## config.mk

```make
export PLATFORM = sky130hd
export DESIGN_NAME = vx_lane_serializer_flat
export DESIGN_NICKNAME = d
export VERILOG_FILES = /design/src/rtl/vx_lane_serializer_if.sv /design/src/rtl/vx_lane_serializer.sv /design/src/flat_wrapper.sv
export SDC_FILE = /design/constraint.sdc
export NUM_CORES = 1
export LEC_CHECK = 0
export BUFFER_PORTS_ARGS = -buffer_cell sky130_fd_sc_hd__buf_2
export CORE_AREA = 2 2 436 438
export DETAILED_ROUTE_END_ITERATION = 8
export DIE_AREA = 0 0 438 440
export GPL_ROUTABILITY_DRIVEN = 0
export SYNTH_ARGS = -nofsm -noshare
export SYNTH_HDL_FRONTEND = slang
export SYNTH_SLANG_ARGS = --single-unit
```

## constraint.sdc

```tcl
create_clock -name clk -period 2.3 [get_ports clk]
set_clock_uncertainty 0.1 [all_clocks]
set_input_delay 0.23 -clock clk [delete_from_list [all_inputs] [get_ports clk]]
set_output_delay 0.23 -clock clk [all_outputs]
set_load 0.01 [all_outputs]
```

## src/rtl/vx_lane_serializer_if.sv

```systemverilog
// Handshake bundle between dispatch (in_*) and a narrow execute unit (out_*).
// master drives packets in and consumes batches; slave is the serializer side.
interface vx_lane_serializer_if #(
  parameter int NUM_THREADS = 8,
  parameter int NUM_LANES   = 2,
  parameter int XLEN        = 32,
  parameter int HDR_WIDTH   = 64
);
  localparam int BATCHES   = NUM_THREADS / NUM_LANES;
  localparam int PID_WIDTH = (BATCHES > 1) ? $clog2(BATCHES) : 1;

  logic                        in_valid;
  logic [HDR_WIDTH-1:0]        in_header;
  logic [NUM_THREADS-1:0]      in_tmask;
  logic [NUM_THREADS*XLEN-1:0] in_rs1_data;
  logic [NUM_THREADS*XLEN-1:0] in_rs2_data;
  logic [NUM_THREADS*XLEN-1:0] in_rs3_data;
  logic                        in_ready;

  logic                        out_valid;
  logic [HDR_WIDTH-1:0]        out_header;
  logic [NUM_LANES-1:0]        out_tmask;
  logic [NUM_LANES*XLEN-1:0]   out_rs1_data;
  logic [NUM_LANES*XLEN-1:0]   out_rs2_data;
  logic [NUM_LANES*XLEN-1:0]   out_rs3_data;
  logic [PID_WIDTH-1:0]        out_pid;
  logic                        out_sop;
  logic                        out_eop;
  logic                        out_ready;

  modport master (
    output in_valid, in_header, in_tmask, in_rs1_data, in_rs2_data, in_rs3_data, out_ready,
    input  in_ready, out_valid, out_header, out_tmask, out_rs1_data, out_rs2_data,
           out_rs3_data, out_pid, out_sop, out_eop
  );

  modport slave (
    input  in_valid, in_header, in_tmask, in_rs1_data, in_rs2_data, in_rs3_data, out_ready,
    output in_ready, out_valid, out_header, out_tmask, out_rs1_data, out_rs2_data,
           out_rs3_data, out_pid, out_sop, out_eop
  );
endinterface

```

## src/rtl/vx_lane_serializer.sv

```systemverilog
// Splits one full-warp operand packet into NUM_LANES-wide batches, skipping
// batches whose mask slice is empty.
//   state  | meaning
//   S_IDLE | holding register empty, ready for a packet
//   S_BUSY | emitting batches of the held packet, lowest remaining pid first
module vx_lane_serializer #(
  parameter int NUM_THREADS = 8,
  parameter int NUM_LANES   = 2,
  parameter int XLEN        = 32,
  parameter int HDR_WIDTH   = 64
) (
  input logic                clk,
  input logic                reset,
  vx_lane_serializer_if.slave bus
);
  localparam int BATCHES   = NUM_THREADS / NUM_LANES;
  localparam int PID_WIDTH = (BATCHES > 1) ? $clog2(BATCHES) : 1;
  localparam int SLICE_W   = NUM_LANES * XLEN;

  typedef enum logic {S_IDLE, S_BUSY} state_e;

  state_e                      state_q, state_d;
  logic [HDR_WIDTH-1:0]        hdr_q, hdr_d;
  logic [NUM_THREADS-1:0]      tmask_q, tmask_d;
  logic [NUM_THREADS*XLEN-1:0] rs1_q, rs1_d;
  logic [NUM_THREADS*XLEN-1:0] rs2_q, rs2_d;
  logic [NUM_THREADS*XLEN-1:0] rs3_q, rs3_d;
  logic [BATCHES-1:0]          rem_q, rem_d;
  logic                        first_q, first_d;

  logic [BATCHES-1:0]   rem_load;
  logic [PID_WIDTH-1:0] pid;
  logic [31:0]          sel;
  logic                 eop;
  logic                 fire;
  logic                 accept;

  always_comb begin
    pid = '0;
    for (int b = BATCHES - 1; b >= 0; b--) begin
      if (rem_q[b]) pid = PID_WIDTH'(b);
    end
  end

  assign sel    = 32'(pid);
  assign eop    = (rem_q != '0) && ((rem_q & (rem_q - 1'b1)) == '0);
  assign fire   = (state_q == S_BUSY) && bus.out_ready;
  assign accept = bus.in_valid && bus.in_ready;

  // An all-zero mask still emits batch 0 so the instruction is not lost.
  always_comb begin
    rem_load = '0;
    for (int b = 0; b < BATCHES; b++) begin
      rem_load[b] = |bus.in_tmask[b*NUM_LANES +: NUM_LANES];
    end
    if (rem_load == '0) rem_load[0] = 1'b1;
  end

  always_comb begin
    state_d = state_q;
    hdr_d   = hdr_q;
    tmask_d = tmask_q;
    rs1_d   = rs1_q;
    rs2_d   = rs2_q;
    rs3_d   = rs3_q;
    rem_d   = rem_q;
    first_d = first_q;
    if (fire) begin
      if (eop) begin
        state_d = S_IDLE;
        rem_d   = '0;
        first_d = 1'b1;
      end else begin
        rem_d[pid] = 1'b0;
        first_d    = 1'b0;
      end
    end
    if (accept) begin
      state_d = S_BUSY;
      hdr_d   = bus.in_header;
      tmask_d = bus.in_tmask;
      rs1_d   = bus.in_rs1_data;
      rs2_d   = bus.in_rs2_data;
      rs3_d   = bus.in_rs3_data;
      rem_d   = rem_load;
      first_d = 1'b1;
    end
  end

  always_ff @(posedge clk or negedge reset) begin
    if (!reset) begin
      state_q <= S_IDLE;
      hdr_q   <= '0;
      tmask_q <= '0;
      rs1_q   <= '0;
      rs2_q   <= '0;
      rs3_q   <= '0;
      rem_q   <= '0;
      first_q <= 1'b1;
    end else begin
      state_q <= state_d;
      hdr_q   <= hdr_d;
      tmask_q <= tmask_d;
      rs1_q   <= rs1_d;
      rs2_q   <= rs2_d;
      rs3_q   <= rs3_d;
      rem_q   <= rem_d;
      first_q <= first_d;
    end
  end

  assign bus.in_ready     = (state_q == S_IDLE) || (fire && eop);
  assign bus.out_valid    = (state_q == S_BUSY);
  assign bus.out_header   = hdr_q;
  assign bus.out_pid      = pid;
  assign bus.out_sop      = first_q;
  assign bus.out_eop      = eop;
  assign bus.out_tmask    = tmask_q[sel*NUM_LANES +: NUM_LANES];
  assign bus.out_rs1_data = rs1_q[sel*SLICE_W +: SLICE_W];
  assign bus.out_rs2_data = rs2_q[sel*SLICE_W +: SLICE_W];
  assign bus.out_rs3_data = rs3_q[sel*SLICE_W +: SLICE_W];
endmodule
```

## src/flat_wrapper.sv

```systemverilog
// flat-port wrapper written by rule: the top's interface ports become plain ports
module vx_lane_serializer_flat 
#(
  parameter int NUM_THREADS = 8,
  parameter int NUM_LANES   = 2,
  parameter int XLEN        = 32,
  parameter int HDR_WIDTH   = 64
)
  (clk, reset, bus_in_valid, bus_in_header, bus_in_tmask, bus_in_rs1_data, bus_in_rs2_data, bus_in_rs3_data, bus_out_ready, bus_in_ready, bus_out_valid, bus_out_header, bus_out_tmask, bus_out_rs1_data, bus_out_rs2_data, bus_out_rs3_data, bus_out_pid, bus_out_sop, bus_out_eop);
  vx_lane_serializer_if #(.NUM_THREADS(NUM_THREADS), .NUM_LANES(NUM_LANES), .XLEN(XLEN), .HDR_WIDTH(HDR_WIDTH)) bus_i ();
  input logic clk;
  input logic reset;
  input wire logic [$bits(bus_i.in_valid)-1:0] bus_in_valid;
  input wire logic [$bits(bus_i.in_header)-1:0] bus_in_header;
  input wire logic [$bits(bus_i.in_tmask)-1:0] bus_in_tmask;
  input wire logic [$bits(bus_i.in_rs1_data)-1:0] bus_in_rs1_data;
  input wire logic [$bits(bus_i.in_rs2_data)-1:0] bus_in_rs2_data;
  input wire logic [$bits(bus_i.in_rs3_data)-1:0] bus_in_rs3_data;
  input wire logic [$bits(bus_i.out_ready)-1:0] bus_out_ready;
  output wire logic [$bits(bus_i.in_ready)-1:0] bus_in_ready;
  output wire logic [$bits(bus_i.out_valid)-1:0] bus_out_valid;
  output wire logic [$bits(bus_i.out_header)-1:0] bus_out_header;
  output wire logic [$bits(bus_i.out_tmask)-1:0] bus_out_tmask;
  output wire logic [$bits(bus_i.out_rs1_data)-1:0] bus_out_rs1_data;
  output wire logic [$bits(bus_i.out_rs2_data)-1:0] bus_out_rs2_data;
  output wire logic [$bits(bus_i.out_rs3_data)-1:0] bus_out_rs3_data;
  output wire logic [$bits(bus_i.out_pid)-1:0] bus_out_pid;
  output wire logic [$bits(bus_i.out_sop)-1:0] bus_out_sop;
  output wire logic [$bits(bus_i.out_eop)-1:0] bus_out_eop;
  assign bus_i.in_valid = bus_in_valid;
  assign bus_i.in_header = bus_in_header;
  assign bus_i.in_tmask = bus_in_tmask;
  assign bus_i.in_rs1_data = bus_in_rs1_data;
  assign bus_i.in_rs2_data = bus_in_rs2_data;
  assign bus_i.in_rs3_data = bus_in_rs3_data;
  assign bus_i.out_ready = bus_out_ready;
  assign bus_in_ready = bus_i.in_ready;
  assign bus_out_valid = bus_i.out_valid;
  assign bus_out_header = bus_i.out_header;
  assign bus_out_tmask = bus_i.out_tmask;
  assign bus_out_rs1_data = bus_i.out_rs1_data;
  assign bus_out_rs2_data = bus_i.out_rs2_data;
  assign bus_out_rs3_data = bus_i.out_rs3_data;
  assign bus_out_pid = bus_i.out_pid;
  assign bus_out_sop = bus_i.out_sop;
  assign bus_out_eop = bus_i.out_eop;
  vx_lane_serializer #(.NUM_THREADS(NUM_THREADS), .NUM_LANES(NUM_LANES), .XLEN(XLEN), .HDR_WIDTH(HDR_WIDTH)) u_core (.clk(clk), .reset(reset), .bus(bus_i));
endmodule
```

==> results_dict.tcl <==
set metrics [dict create \
    drv_cap 0 \
    grt_max_degree 84 \
    ys.flop_type "dfrtp_1" \
    dpl-instance-area_um2 48400 \
    synth_most_common_cell "dfrtp_1" \
    core-area_um2 189000 \
    cts_tree "built" \
    hold_viol_final 0 \
    die_w_um 438 \
    drive_gt1_share_pct 54.6 \
    dp_cells 6357 \
    p_per_area_nw_per_um2 1580 \
    synth_top_family_by_area "multiplexers" \
    io_buffers 1107 \
    min_path_type "in2reg" \
    grt_overflow 0 \
    dieArea_um2 193000 \
    route.vias.total 34200 \
    drtIter0Drc 2561 \
    initial_core_util_pct 20.2 \
    ys_ff_latch 846 \
    finalWorstSetupSlack_ps -754 \
    io_pins 1108 \
    p_leak_nw 28.4 \
    syn_inst 2725 \
    synth_area_leaders "dfrtp_1 56%, mux2_4 15%, mux2_2 14%" \
    synth-seq-area-share_pct 55.6 \
    yosys-top-cells-count "845 x dfrtp_1, 471 x mux2_2, 369 x mux2_4" \
    finalCriticalPeriod_ps 3050 \
    synth.largest_area_cell "dfrtp_1" \
    routed_wl_um 189000 \
    critPathRequiredTime_ps 1970 \
    drt_first_pass_iters 7 \
    syn2layout_area_growth_pct 70.0 \
    synth_area_um2 38100 \
    avgSynthCellArea_um2 14.0 \
    status "finished with violations" \
    power_mw 102 \
    cts.clk_slew.worst_paths_ps 60 \
    synthSimpleGateAreaFrac_pct 4.74 \
    fmax_mhz 327 \
    critPathLaunchType "flip-flop" \
    dp_hpwl_um 121000 \
    synth_mux_area_share_pct 28.5 \
    reg2reg_slack_ps -450 \
    reg2reg_depth 8 \
    r2r_end "u_core.rs1_q[17]" \
    synthArstFlopShare_pct 100 \
    cts_root_buf "clkbuf_16" \
    r2r-start "u_core.rem_q[0]" \
    grt_pass1_vias 36500 \
    cts_buffers 96 \
    htree_num_levels 3 \
    fin_cells 7525 \
    critPathArrivalTime_ps 2720 \
    syn_nets 3569 \
    final_max_slew_viol_count 0 \
    yosysWarnings 0 \
    relSlewSlack_pct 39.9 \
    synth_fa_ha_area_share_pct 0 \
    synth_xor_area_share_pct 0.0230 \
    fin_setup_tns_ps -390250 \
    grt_setup_unrepaired "true" \
    crit_start "u_core.rem_q[2]" \
    track_usage_pct 17.9 \
    violations "setup timing" \
    finalCritPeriodShare_pct 133 \
    clockBufferDepth 3 \
    crit_path_end "bus_out_rs3_data[54]" \
    drtAntennaViolNets 0 \
    remaining_drc_errors 0 \
    antenna_found_initial 34 \
    setup_viol 1030 \
    clock_latency_ps 730 \
    final_nets 5737 \
    grt_pass1_wl_um 253000 \
    wire_per_inst_um 25.2 \
    tightest_slew_ps 899 \
    numClockSinks 846 \
    viasPerCell 4.55 \
    cp-end-kind "output port" \
    final_cell_area_um2 64700 \
    synth_compound_gate_area_share_pct 7.91 \
    synth_cell_type_count 30 \
    fp-row-count 160 \
    synth-edff-count 0 \
    die_h_um 440 \
    cp_max_fo 7 \
    netlist.area_leader.share_pct 55.5 \
    irDropWorstVdd_mv 0.966 \
    fillers 17900 \
    critPathKind "reg2out" \
]
==> cell type report <==
type | instances | area, um2 | share of cell area, %
inverter | 1 | 20.0 | 0.0309
timing repair buffer | 2296 | 19800 | 30.5
sequential | 846 | 21200 | 32.7
clock buffer | 140 | 2820 | 4.36
clock inverter | 40 | 532 | 0.822
antenna | 39 | 97.6 | 0.151
tap | 2511 | 3140 | 4.85
multi-input combinational | 1652 | 17200 | 26.5
==> kinds of logic (layout without fill, tap and decap cells) <==
group | Yosys count | after routing
multiplexers | 841 | 841
buffers and inverters | 227 | 2477
AO/OA/AOI/OAI | 402 | 402
other | 0 | 39
AND/OR/NAND/NOR | 408 | 408
XOR/XNOR | 1 | 1
flip-flops | 846 | 846
==> sequential cells by signal, indices dropped and copies added, names as in the netlist <==
name and flops:
u_core.bus.out_header 64, u_core.rs1_q 256, u_core.rem_q 4, u_core.tmask_q 8
u_core.rs3_q 256, u_core.bus.out_sop 1, u_core.rs2_q 256, u_core.bus.out_valid 1
==> critical path, cell delays in order (launching register included) <==
cell	delay, ps
dfrtp_1	410
buf_6	130
nor2b_4	110
buf_12	190
buf_16	180
buf_12	140
buf_16	150
buf_8	130
nand3_1	80
a21oi_1	130
a221o_1	170
buf_2	140
==> layout by cell type (no fill, tap or decap), types with 16 or more instances in the layout <==
cell and instances:
nand3_4 38, a221o_1 178, a21oi_2 117, mux2_2 471, clkbuf_1 20, clkbuf_16 115
nand2_1 194, buf_4 146, buf_2 997, nand3_2 65, a21oi_1 65, clkinv_2 16
buf_16 39, dfrtp_1 842, buf_12 90, dlygate4sd3_1 844, mux2_4 369, buf_8 22
buf_6 140, nand3_1 92, clkbuf_8 23, diode_2 39
==> report_power, final <==
part           total [mW]  switching (mW)  internal [mW]
Clock                16.4            6.95           9.47
Combinational        57.3            26.6           30.7
Sequential           28.4            5.66           22.8
Total                 102            39.2           62.9
==> routing by layer <==
layer  track usage [%]  vias to the layer above  routed length [um]
li1                  -                    14400                   -
met1              20.9                    17500               69900
met2              30.4                     1749               95500
met3              4.83                      544               14400
met4              8.45                        6                9510
met5                 0                        -                  35
==> per-stage QoR <==
stage	setup WS [ps]	util, %	hold WS, ps
floorplan	60.1	-	-166
global placement	-250	25.6	82.1
detailed placement	-282	25.6	83.3
CTS	-861	33.3	63.0
global route	-896	34.3	94.4
finish	-754	34.3	149
==> how the worst min path moves through the flow <==
| stage | cells after the start | slack (ps) | startpoint | end |
|---|---|---|---|---|
| 2_1_floorplan | 0 | -170 | reset | u_core.bus.out_header[0] |
| 3_3_place_gp | 1 | 80 | reset | u_core.rs1_q[232] |
| 3_5_place_dp | 1 | 80 | reset | u_core.rs1_q[232] |
| 4_1_cts | 3 | 60 | bus_in_rs2_data[36] | u_core.rs2_q[36] |
| 5_1_grt | 3 | 90 | bus_in_rs3_data[167] | u_core.rs3_q[167] |
| 6_report | 3 | 150 | bus_in_rs2_data[140] | u_core.rs2_q[140] |
==> repair_timing <==
item,4_1_cts,5_1_grt
pin swaps,114,157
gates resized for setup,378,288
cloned,26,22
hold buffers,844,0
hold endpoints to repair,1584,0
endpoints found under the setup margin,960,1039
setup buffers,51,27
Power figures use the tool's default switching activity.
